## src/rtl/patch_pkg.sv

```systemverilog
// Shared definitions for the patch fetch unit: FSM state encoding and
// default geometry of the patch memory.
package patch_pkg;

  localparam int DEFAULT_ADDR_WIDTH  = 16;
  localparam int DEFAULT_PATCH_WIDTH = 320;
  localparam int DEFAULT_CNT_WIDTH   = 16;

  // IDLE: waiting for a request; WAIT: memory read in flight;
  // OUT: patch presented to the consumer.
  typedef enum logic [1:0] {
    ST_IDLE = 2'd0,
    ST_WAIT = 2'd1,
    ST_OUT  = 2'd2
  } patch_state_e;

endpackage

```

## src/rtl/sat_counter.sv

```systemverilog
// Statistics counter that sticks at all-ones instead of wrapping.
module sat_counter #(
  parameter int WIDTH = 16
) (
  input  logic             clk_i,
  input  logic             rst_ni,
  input  logic             inc_i,
  output logic [WIDTH-1:0] cnt_o
);

  localparam logic [WIDTH-1:0] ONE = {{(WIDTH-1){1'b0}}, 1'b1};

  // Increment on request, hold once every bit is set.
  always_ff @(posedge clk_i or negedge rst_ni) begin
    if (!rst_ni) begin
      cnt_o <= '0;
    end else if (inc_i && (cnt_o != '1)) begin
      cnt_o <= cnt_o + ONE;
    end
  end

endmodule

```

## src/rtl/patch_fetch_unit.sv

```systemverilog
// Patch fetch unit: looks up a one-entry patch buffer by word index,
// fetches from the patch memory on a miss, and hands the patch to the
// consumer with a valid/ready handshake.
//
// Handshakes: a request transfers on a rising edge where req_valid_i and
// req_ready_o are both 1; a patch transfers on a rising edge where
// patch_valid_o and patch_ready_i are both 1. Neither side may make its
// valid depend combinationally on the other side's ready.
module patch_fetch_unit
  import patch_pkg::*;
#(
  parameter int ADDR_WIDTH  = DEFAULT_ADDR_WIDTH,
  parameter int PATCH_WIDTH = DEFAULT_PATCH_WIDTH,
  parameter int CNT_WIDTH   = DEFAULT_CNT_WIDTH
) (
  input  logic                   clk_i,
  input  logic                   rst_ni,
  input  logic                   req_valid_i,
  input  logic [ADDR_WIDTH-1:0]  req_addr_i,
  output logic                   req_ready_o,
  output logic [ADDR_WIDTH-1:0]  patch_addr_o,
  input  logic [PATCH_WIDTH-1:0] patch_i,
  output logic                   patch_valid_o,
  output logic [PATCH_WIDTH-1:0] patch_data_o,
  output logic [ADDR_WIDTH-3:0]  patch_tag_o,
  input  logic                   patch_ready_i,
  input  logic                   flush_i,
  input  logic                   invalidate_i,
  output logic [CNT_WIDTH-1:0]   hit_cnt_o,
  output logic [CNT_WIDTH-1:0]   miss_cnt_o,
  output logic [1:0]             dbg_state_o,
  output logic                   dbg_buf_valid_o,
  output logic [ADDR_WIDTH-3:0]  dbg_buf_tag_o
);

  localparam int IDX_W = ADDR_WIDTH - 2;

  patch_state_e           state_q, state_d;
  logic [IDX_W-1:0]       req_idx;
  logic [IDX_W-1:0]       buf_tag_q;
  logic                   buf_valid_q;
  logic [PATCH_WIDTH-1:0] buf_data_q;
  logic [ADDR_WIDTH-1:0]  patch_addr_q;
  logic                   ready;
  logic                   accept;
  logic                   hit;
  logic                   capture;
  logic                   unused_addr_lsb;

  // Byte offset within a word does not select a different patch.
  assign req_idx         = req_addr_i[ADDR_WIDTH-1:2];
  assign unused_addr_lsb = ^req_addr_i[1:0];
  assign hit             = buf_valid_q && (req_idx == buf_tag_q);

  // Next state, request acceptance and capture strobe.
  always_comb begin
    state_d = state_q;
    ready   = 1'b0;
    capture = 1'b0;
    case (state_q)
      ST_IDLE: ready = 1'b1;
      ST_WAIT: begin
        capture = 1'b1;
        state_d = ST_OUT;
      end
      ST_OUT: begin
        ready = patch_ready_i;
        if (patch_ready_i) begin
          state_d = ST_IDLE;
        end
      end
      default: state_d = ST_IDLE;
    endcase
    // A flush kills the in-flight read and blocks new requests this cycle.
    if (flush_i) begin
      ready   = 1'b0;
      capture = 1'b0;
      state_d = ST_IDLE;
    end
    accept = req_valid_i && ready;
    if (accept) begin
      state_d = hit ? ST_OUT : ST_WAIT;
    end
  end

  // FSM state register.
  always_ff @(posedge clk_i or negedge rst_ni) begin
    if (!rst_ni) begin
      state_q <= ST_IDLE;
    end else begin
      state_q <= state_d;
    end
  end

  // Memory address is only loaded on a miss, so it is stable through WAIT.
  always_ff @(posedge clk_i or negedge rst_ni) begin
    if (!rst_ni) begin
      patch_addr_q <= '0;
    end else if (accept && !hit) begin
      patch_addr_q <= {req_idx, 2'b00};
    end
  end

  // Patch buffer: a capture beats a simultaneous invalidate.
  always_ff @(posedge clk_i or negedge rst_ni) begin
    if (!rst_ni) begin
      buf_data_q  <= '0;
      buf_tag_q   <= '0;
      buf_valid_q <= 1'b0;
    end else if (capture) begin
      buf_data_q  <= patch_i;
      buf_tag_q   <= patch_addr_q[ADDR_WIDTH-1:2];
      buf_valid_q <= 1'b1;
    end else if (invalidate_i) begin
      buf_valid_q <= 1'b0;
    end
  end

  sat_counter #(.WIDTH(CNT_WIDTH)) u_hit_cnt (
    .clk_i  (clk_i),
    .rst_ni (rst_ni),
    .inc_i  (accept && hit),
    .cnt_o  (hit_cnt_o)
  );

  sat_counter #(.WIDTH(CNT_WIDTH)) u_miss_cnt (
    .clk_i  (clk_i),
    .rst_ni (rst_ni),
    .inc_i  (accept && !hit),
    .cnt_o  (miss_cnt_o)
  );

  assign req_ready_o     = ready;
  assign patch_addr_o    = patch_addr_q;
  assign patch_valid_o   = (state_q == ST_OUT);
  assign patch_data_o    = buf_data_q;
  assign patch_tag_o     = buf_tag_q;
  assign dbg_state_o     = state_q;
  assign dbg_buf_valid_o = buf_valid_q;
  assign dbg_buf_tag_o   = buf_tag_q;

endmodule

```

## config.mk

```make
export PLATFORM = sky130hd
export DESIGN_NAME = patch_fetch_unit
export DESIGN_NICKNAME = d
export VERILOG_FILES = /design/src/rtl/patch_pkg.sv /design/src/rtl/sat_counter.sv /design/src/rtl/patch_fetch_unit.sv
export SDC_FILE = /design/constraint.sdc
export NUM_CORES = 1
export LEC_CHECK = 0
export CORE_AREA = 2 2 292 294
export DETAILED_ROUTE_END_ITERATION = 6
export DIE_AREA = 0 0 294 296
export PLACE_DENSITY_LB_ADDON = 0.12
export SYNTH_ARGS = -nofsm -noshare
export SYNTH_HDL_FRONTEND = slang
export SYNTH_SLANG_ARGS = --single-unit
export TNS_END_PERCENT = 10
```

## constraint.sdc

```tcl
create_clock -name clk_i -period 2.4 [get_ports clk_i]
set_clock_uncertainty 0.05 [all_clocks]
set_input_delay 0.24 -clock clk_i [delete_from_list [all_inputs] [get_ports clk_i]]
set_output_delay 0.24 -clock clk_i [all_outputs]
set_load 0.005 [all_outputs]
```

==> impl_metrics.env <==
export IMPL_tritoncts="built"
export IMPL_syn_to_final_growth_pct=71.52
export IMPL_total_power_mw=23.37
export IMPL_fmax_mhz=460.2
export IMPL_syn_area_um2=14930
export IMPL_clock_sinks=383
export IMPL_layout_common_cells="clkdlybuf4s50_1, dfrtp_1, mux2_2"
export IMPL_antenna_found_initial=8
export IMPL_placed_area_um2=23930
export IMPL_fin_nets=2070
export IMPL_routed_via_density=3.805
export IMPL_clock_latency_ns=0.58
export IMPL_ys_flop_type="dfrtp_1"
export IMPL_fin_ws_ns=0.2270
export IMPL_yosysUniqueCellTypes=38
export IMPL_numCtsBuffers=50
export IMPL_synth_top_cell_by_area="dfrtp_1"
export IMPL_cts_htree_levels=2
export IMPL_p_per_area_nw_per_um2=912.6
export IMPL_ios=743
export IMPL_finalCritPeriodShare=0.9054
export IMPL_setup_viol=0
export IMPL_arrival_ns=2.57
export IMPL_end_kind="flip-flop"
export IMPL_leakagePower_nw=10.35
export IMPL_drt_wl_total_um=57230
export IMPL_finalMaxSlewViolations=0
export IMPL_postLayoutCellArea_um2=25610
export IMPL_ant_nets=0
export IMPL_drt_initial_drc_count=218
export IMPL_cts_root_buf="clkbuf_16"
export IMPL_ys_warn_count=0
export IMPL_coreArea_um2=84210
export IMPL_synth_area_leaders="dfrtp_1, mux2_2, xnor2_1"
export IMPL_grt_pass1_vias=11900
export IMPL_maxCapViolCount=0
export IMPL_vias=10870
export IMPL_grt_max_degree=71
export IMPL_drive_above_1_share=0.2802
export IMPL_syn_avg_cell_area_um2=15.92
export IMPL_path_class="reg -> reg"
export IMPL_postSynthCellCount=938
export IMPL_maxSlewHeadroom=0.6184
export IMPL_cp_max_fo=10
export IMPL_path_clk_slew_ns=0.05
export IMPL_overflow=0
export IMPL_synth_edf_count=0
export IMPL_grt_pass1_wl_um=81970
export IMPL_post_drt_wl_per_cell_um=20.04
export IMPL_dp_slack_ns=-0.2948
export IMPL_ys_seq_area_frac=0.6419
export IMPL_period_needed_ns=2.173
export IMPL_final_common_cell="clkdlybuf4s50_1"
export IMPL_worstMarginPinSlew_ns=0.5723
export IMPL_grt_use_total=0.1268
export IMPL_dieWidth_um=294
export IMPL_initial_utilization=0.1773
export IMPL_dieArea_um2=87020
export IMPL_cp_startpoint="dbg_buf_tag_o[9]$_DFFE_PN0P_"
export IMPL_num_rows=107
export IMPL_crit_required_ns=2.79
export IMPL_port_buffers=738
export IMPL_async_flop_share=1.000
export IMPL_grt_setup_unrepaired="no"
export IMPL_die_h_um=296
export IMPL_ys_ff_latch=383
export IMPL_min_path_type="in -> async"
export IMPL_synth_top_area_frac=0.6419
export IMPL_clock_path_buffers=3
export IMPL_cp_start_kind="flip-flop"
export IMPL_dp_hpwl_um=44560
export IMPL_place_congestion=0.7333
export IMPL_hold_viol=0
export IMPL_post_route_drc_count=0
export IMPL_status="finished, final reports clean"
export IMPL_drtPass1Iterations=4
export IMPL_ir_drop_v=0.0004470
export IMPL_reg2reg_from="dbg_buf_tag_o[9]$_DFFE_PN0P_"
-- final cells by class --
class / count / area, um^2
fill: 8436 / 58600
sequential: 383 / 9584
timing repair buffer: 794 / 8003
multi-input combinational: 494 / 4980
clock buffer: 74 / 1491
tap: 1090 / 1364
clock inverter: 15 / 170.2
inverter: 3 / 11.26
antenna: 3 / 7.507
-- cells in the mapped netlist, types with 2 or more instances --
master    number
nand2_1       16
xnor2_1       33
buf_2         36
nand3_1       16
nand4_1       12
nor2_1         5
xor2_1         9
buf_4         18
and4_1         4
nor3_1         6
nand2b_1       3
and3_1        10
ha_1           2
mux2_4         9
mux2_2       343
dfrtp_1      383
buf_6          3
nor4_1         7
inv_1          3
nand3b_1       2
-- critical path, cell delays in order, from the launching register on --
cell      delay, ns
dfrtp_1        0.44
xnor2_1        0.19
buf_4          0.15
nand4_1        0.12
nor4_4         0.34
nand2b_2       0.24
buf_12         0.16
mux2_2         0.34
-- state kept, by name, indices dropped and copies added, names as in the netlist --
| register | flops |
|---|---|
| dbg_buf_tag_o | 14 |
| dbg_buf_valid_o | 1 |
| dbg_state_o | 2 |
| patch_addr_o | 14 |
| patch_data_o | 320 |
| u_hit_cnt.cnt_o | 16 |
| u_miss_cnt.cnt_o | 16 |
-- where the power goes --
group          total, mW  internal [mW]  switching (mW)
Sequential          9.01           8.04           0.965
Clock               7.55           4.59            2.95
Combinational       6.82           4.64            2.17
Total               23.4           17.3            6.09
-- what timing repair did --
action	4_1_cts	5_1_grt
buffers inserted	0	0
setup endpoints to repair	0	8
hold endpoints to repair	41	0
hold buffers	1	0
gates resized for setup	0	1
-- routing by layer --
metal | vias up | GRT usage | share of wire
met2 | 462 | 0.2291 | 0.52
met3 | 69 | 0.05748 | 0.10
met4 | 12 | 0.02850 | 0.017
met1 | 5444 | 0.1346 | 0.36
li1 | 4880 | - | -
met5 | - | 0 | 0.0012
-- final timing paths --
path,to,slack [ns],cells after the start
max in group asynchronous,u_miss_cnt.cnt_o[12]$_DFFE_PN0P_,1.23,3
max,patch_addr_o[2]$_DFFE_PN0P_,0.23,7
min in group clk_i,dbg_buf_valid_o$_DFFE_PN0P_,0.20,3
min,patch_data_o[233]$_DFFE_PN0P_,0.16,2
min reg2reg,u_hit_cnt.cnt_o[5]$_DFFE_PN0P_,0.44,1
max reg2reg,patch_addr_o[2]$_DFFE_PN0P_,0.23,7
-- stage by stage --
stage               hold slack, ns    util  instances  TNS (ns)
floorplan                  -0.1056       -        939         0
global placement            0.1952  0.2841       2763    -6.730
detailed placement          0.2027  0.2841       2763    -8.080
CTS                         0.1552  0.3040       2853         0
global route                0.1758  0.3041       2855         0
finish                      0.1630  0.3041       2856         0
-- kinds of logic (layout without fill, tap and decap cells) --
group / count (synthesis) / in the layout / synth area share
flops: 383 / 383 / 0.6419
xor+xnor: 42 / 42 / 0.02464
other cells: 1 / 5 / 0.0002511
fa+ha+maj: 2 / 2 / 0.001676
mux: 353 / 353 / 0.2684
buf+inv: 62 / 886 / 0.02572
compound gates: 6 / 6 / 0.003016
simple gates: 89 / 89 / 0.03444
Note: power is estimated with default switching activity, not from simulation.
